`config.mk`:
```
export PLATFORM = sky130hd
export DESIGN_NAME = gray_monitor
export DESIGN_NICKNAME = d
export VERILOG_FILES = /design/src/rtl/gray_pkg.sv /design/src/rtl/gray_to_bin.sv /design/src/rtl/gray_monitor.sv
export SDC_FILE = /design/constraint.sdc
export NUM_CORES = 1
export LEC_CHECK = 0
export BUFFER_PORTS_ARGS = -buffer_cell sky130_fd_sc_hd__buf_4
export CORE_MARGIN = 2
export CORE_UTILIZATION = 51
export DETAILED_ROUTE_END_ITERATION = 10
export PLACE_DENSITY = 0.77
export REMOVE_ABC_BUFFERS = 1
export SYNTH_ARGS = -nofsm -noshare
export SYNTH_HDL_FRONTEND = slang
export SYNTH_HIERARCHICAL = 1
export SYNTH_SLANG_ARGS = --single-unit
```
`constraint.sdc`:
```
create_clock -name Clk -period 2.1 [get_ports Clk]
set_input_delay 0.21 -clock Clk [delete_from_list [all_inputs] [get_ports Clk]]
set_output_delay 0.21 -clock Clk [all_outputs]
set_load 0.1 [all_outputs]
```
`src/rtl/gray_pkg.sv`:
```
// rtl/gray_pkg.sv - shared widths and FSM state encoding for the Gray monitor
// Purpose: default code/counter widths and the monitor FSM state type.
// Ports: none (package).
package gray_pkg;

    localparam int GRAY_WIDTH = 3;
    localparam int WRAP_WIDTH = 8;

    typedef enum logic [1:0] {
        ST_IDLE  = 2'd0,
        ST_TRACK = 2'd1,
        ST_ERROR = 2'd2
    } state_e;

endpackage

```
`src/rtl/gray_to_bin.sv`:
```
// rtl/gray_to_bin.sv - combinational Gray to binary converter
// Purpose: b[W-1]=g[W-1], b[i]=b[i+1]^g[i].
// Ports:
//   gray_i  in   WIDTH  Gray code
//   bin_o   out  WIDTH  binary equivalent
module gray_to_bin
    import gray_pkg::*;
#(
    parameter int WIDTH = GRAY_WIDTH
) (
    input  logic [WIDTH-1:0] gray_i,
    output logic [WIDTH-1:0] bin_o
);

    // Each binary bit is the XOR of all Gray bits at or above it.
    for (genvar i = 0; i < WIDTH; i++) begin : g_bit
        assign bin_o[i] = ^(gray_i >> i);
    end

endmodule

```
`src/rtl/gray_monitor.sv`:
```
// rtl/gray_monitor.sv - Gray counter consumer: conversion, step checking, wrap counting
// Purpose: converts each valid Gray sample to registered binary, checks that
//   consecutive samples are legal single increments with a consistent overflow
//   flag, counts legal max->0 wraps (saturating) and flags errors sticky.
// Ports:
//   Clk, Reset (sync, active-high), Clear (sync clear of errors/wraps/FSM)
//   Valid, Gray[WIDTH], Ovf_in          sample inputs
//   Bin[WIDTH], Bin_valid               registered conversion result + pulse
//   Step_err, Err_sticky                error pulse and its sticky copy
//   Wrap_cnt[WRAP_W], State[2]          wrap counter and FSM state for debug
module gray_monitor
    import gray_pkg::*;
#(
    parameter int WIDTH  = GRAY_WIDTH,
    parameter int WRAP_W = WRAP_WIDTH
) (
    input  logic              Clk,
    input  logic              Reset,
    input  logic              Clear,
    input  logic              Valid,
    input  logic [WIDTH-1:0]  Gray,
    input  logic              Ovf_in,
    output logic [WIDTH-1:0]  Bin,
    output logic              Bin_valid,
    output logic              Step_err,
    output logic              Err_sticky,
    output logic [WRAP_W-1:0] Wrap_cnt,
    output logic [1:0]        State
);

    state_e              state_q, state_d;
    logic [WIDTH-1:0]    prev_q, prev_d;
    logic [WIDTH-1:0]    bin_q, bin_d;
    logic                bin_valid_q, bin_valid_d;
    logic                step_err_q, step_err_d;
    logic                err_sticky_q, err_sticky_d;
    logic [WRAP_W-1:0]   wrap_q, wrap_d;

    logic [WIDTH-1:0]    n_bin;
    logic [WIDTH-1:0]    p_inc;
    logic                p_max;
    logic                step_bad;

    gray_to_bin #(.WIDTH(WIDTH)) u_gray_to_bin (
        .gray_i (Gray),
        .bin_o  (n_bin)
    );

    // p+1 is only compared when prev is not at max; the max->0 case is the
    // explicit wrap branch, so the modulo rollover of p_inc is never relied on.
    assign p_inc = prev_q + WIDTH'(1);
    assign p_max = (prev_q == '1);

    always_comb begin
        state_d      = state_q;
        prev_d       = prev_q;
        bin_d        = bin_q;
        bin_valid_d  = 1'b0;
        step_err_d   = 1'b0;
        err_sticky_d = err_sticky_q;
        wrap_d       = wrap_q;
        step_bad     = 1'b0;

        if (Valid) begin
            bin_d       = n_bin;
            bin_valid_d = 1'b1;
            prev_d      = n_bin;
        end

        case (state_q)
            ST_IDLE: begin
                if (Valid) begin
                    state_d = ST_TRACK;
                end
            end
            ST_TRACK: begin
                if (Valid && (n_bin != prev_q)) begin
                    if (!p_max && (n_bin == p_inc)) begin
                        // Upstream overflow must agree with whether we have seen a wrap.
                        step_bad = (Ovf_in != (wrap_q != '0));
                    end else if (p_max && (n_bin == '0)) begin
                        if (!Ovf_in) begin
                            step_bad = 1'b1;
                        end else if (wrap_q != '1) begin
                            wrap_d = wrap_q + WRAP_W'(1);
                        end
                    end else begin
                        step_bad = 1'b1;
                    end
                end
                if (step_bad) begin
                    step_err_d   = 1'b1;
                    err_sticky_d = 1'b1;
                    state_d      = ST_ERROR;
                end
            end
            ST_ERROR: begin
                // Terminal until Clear/Reset; conversion continues above.
            end
            default: state_d = ST_IDLE;
        endcase

        // Clear discards any same-cycle sample but keeps the last Bin.
        if (Clear) begin
            state_d      = ST_IDLE;
            prev_d       = '0;
            bin_d        = bin_q;
            bin_valid_d  = 1'b0;
            step_err_d   = 1'b0;
            err_sticky_d = 1'b0;
            wrap_d       = '0;
        end
    end

    always_ff @(posedge Clk) begin
        if (Reset) begin
            state_q      <= ST_IDLE;
            prev_q       <= '0;
            bin_q        <= '0;
            bin_valid_q  <= 1'b0;
            step_err_q   <= 1'b0;
            err_sticky_q <= 1'b0;
            wrap_q       <= '0;
        end else begin
            state_q      <= state_d;
            prev_q       <= prev_d;
            bin_q        <= bin_d;
            bin_valid_q  <= bin_valid_d;
            step_err_q   <= step_err_d;
            err_sticky_q <= err_sticky_d;
            wrap_q       <= wrap_d;
        end
    end

    assign Bin        = bin_q;
    assign Bin_valid  = bin_valid_q;
    assign Step_err   = step_err_q;
    assign Err_sticky = err_sticky_q;
    assign Wrap_cnt   = wrap_q;
    assign State      = state_q;

endmodule

```
==> results.cfg <==
[outcome]
outcome = complete, no violations

[global_route]
overflow = 0
grt_util_all_layers_pct = 19.4
antenna_found_initial = 0
grt_max_degree = 16
first_global_vias = 697
grt_pass1_wl_um = 3080

[setup_path]
reg2reg_depth = 6
max_stage_delay_ns = 0.42
crit_arrival_ns = 2.14
path_class = flip-flop to flip-flop
ff2ff_setup_slack_ns = 0.18
crit_top_cell = ha_1
path_delay_family = simple AND/OR/NAND/NOR gates
cp.required_ns = 2.32
end_kind = flip-flop
path_cells = ha_1 > ha_1 > xor2_1 > or4_1 > o21ai_2 > nor4b_4
r2r-end = State[0]
crit_fanout = 4
cp_slowest_cell = or4_1
path_buf_inv = 0
cp-start-kind = flip-flop
reg2reg_from = prev_q[0]
crit_start = prev_q[0]

[timing]
setup_ws_ns = 0.180
tightest_slew_ns = 0.463
finalHoldViolCount = 0
rsz0062_at_grt = false
relSlewSlack_pct = 69.0
fin_worst_skew_ns = 0.000715
fin_crit_ns = 1.92
finalSetupViolCount = 0
fin_crit_sh_pct = 91.4
finalMaxSlewViolations = 0
fmax_mhz = 521
fin_tns_setup_ns = 0
holdWs_ns = 0.0964

[route]
dr.pass1.iters = 4
wirelength_um = 1990
drt-wirelength-per-cell_um = 13.3
ant_nets = 0
wl_met2_um = 949
drc = 0
top_layer = met4
drtIter0Drc = 15
wl_met3_um = 55
routed_via_density = 5.30
num_vias = 795
wl_met1_um = 945

[synthesis]
synth_seq_cells = 19
yosysMostFrequentCell = dfxtp_1
ys_top_cells_by_area = dfxtp_1 (38%), xnor2_1 (7.0%), mux2i_1 (6.0%)
yosysUniqueCellTypes = 36
netlist_area_sq_um = 996
synth_cells = 101
yosysTopAreaCell = dfxtp_1
syn_avg_cell_area_sq_um = 9.86
synth_flop_cell = dfxtp_1
synth_edf_count = 0
yosys_warnings = 6
async_flop_share_pct = 0
ys_top_cells_by_count = dfxtp_1 (19), nor2_1 (14), xnor2_1 (8)
synth.yosys.seq_area_share_pct = 38.2
yosys.area.top_type_share_pct = 38.2

[finish]
area.growth.synth_to_final_pct = 21.9
fin_cells = 150
post-route-util_pct = 68.1
final_layout_size_suffix_gt1_share_pct = 29.6
final_net_count = 138
nFillCells = 134
antennaDiodeCount = 0
final_cell_area_sq_um = 1210

[placed_design]
port_buffers = 23
hpwl_um = 1550
gp_congestion = 0.789
place_area_sq_um = 1190
place_inst = 146
pre_cts_ws_ns = -0.106

[floorplanning]
fp.dieW_um = 48.2
io_pins = 24
initial_core_util_pct = 55.9
rows = 15
dieHeight_um = 48.2
dieArea_sq_um = 2320
core_area_sq_um = 1780

[cts]
clock-sinks = 19
clock_latency_ns = 0.30
cts-root-buf = clkbuf_4
path_clk_slew_ns = 0.11
htree_levels = 1
postCtsSetupRepairBufs = 0
clock_path_buffers = 2
cts-hold-fix-buffers = 0
cts_tree = built
cts_resized = 0
numCtsBuffers = 3

[power]
p_total_mw = 0.695
p_leak_nw = 0.508
peakVddDrop_mv = 0.534
p_per_area_nw_per_um2 = 572

[min_path]
min_from = Reset
hp-class = input port to flip-flop
whs_endpoint = Bin_valid
hold_depth = 2

[flow_run]
drv_cap = 0
[cells in the final DEF (no fill, tap or decap), types with 2 or more instances in the layout]
cell type and n:
a31o_2 2, inv_1 3, xnor2_1 8, xor2_1 3
dfxtp_1 19, clkbuf_4 3, nand2_1 4, mux2i_1 6
buf_4 24, nor3_1 2, o31ai_1 3, a21oi_1 3
nor2_1 14, and4_1 2, nand3_1 4, nor2b_1 2
ha_1 4
[state kept, by name, indices dropped and copies added (netlist names)]
| register | count |
|---|---|
| Bin | 3 |
| Bin_valid | 1 |
| Err_sticky | 1 |
| State | 2 |
| Step_err | 1 |
| Wrap_cnt | 8 |
| prev_q | 3 |
[layout make-up]
cell class / count / area, sq um / area share [%]
Tap cell: 25 / 31.3 / 2.58
Sequential cell: 19 / 380 / 31.3
Inverter: 3 / 11.3 / 0.928
Clock buffer: 4 / 26.3 / 2.16
Timing Repair Buffer: 24 / 180 / 14.8
Multi-Input combinational cell: 75 / 584 / 48.1
[where the power goes]
group          switching [mW]  internal (mW)  leakage [nW]
Sequential            0.00601          0.369         0.154
Clock                   0.114         0.0741        0.0150
Combinational          0.0868         0.0454         0.339
Total                   0.206          0.488         0.508
[kinds of logic after synthesis]
family | after synthesis | share of synthesized area [%]
buf+inv | 7 | 3.14
fa+ha+maj | 4 | 5.03
mux | 6 | 6.03
xor+xnor | 12 | 12.1
flops | 19 | 38.2
simple gates | 41 | 26.9
compound gates | 12 | 8.67
[routing by layer]
metal,GRT usage [%],up-vias
met5,0,-
met4,9.73,0
met3,4.44,5
met2,30.0,12
met1,25.3,374
li1,-,404
[worst max path at each step]
| stage | end | slack (ns) | cells after the start |
|---|---|---|---|
| floorplan | State[0] | -0.04 | 7 |
| global placement | Wrap_cnt[7] | 0.009 | 7 |
| detailed placement | Wrap_cnt[7] | -0.11 | 7 |
| CTS | State[0] | 0.17 | 6 |
| global route | State[0] | 0.06 | 6 |
| finish | State[0] | 0.18 | 6 |
Note: power is estimated with default switching activity, not from simulation.
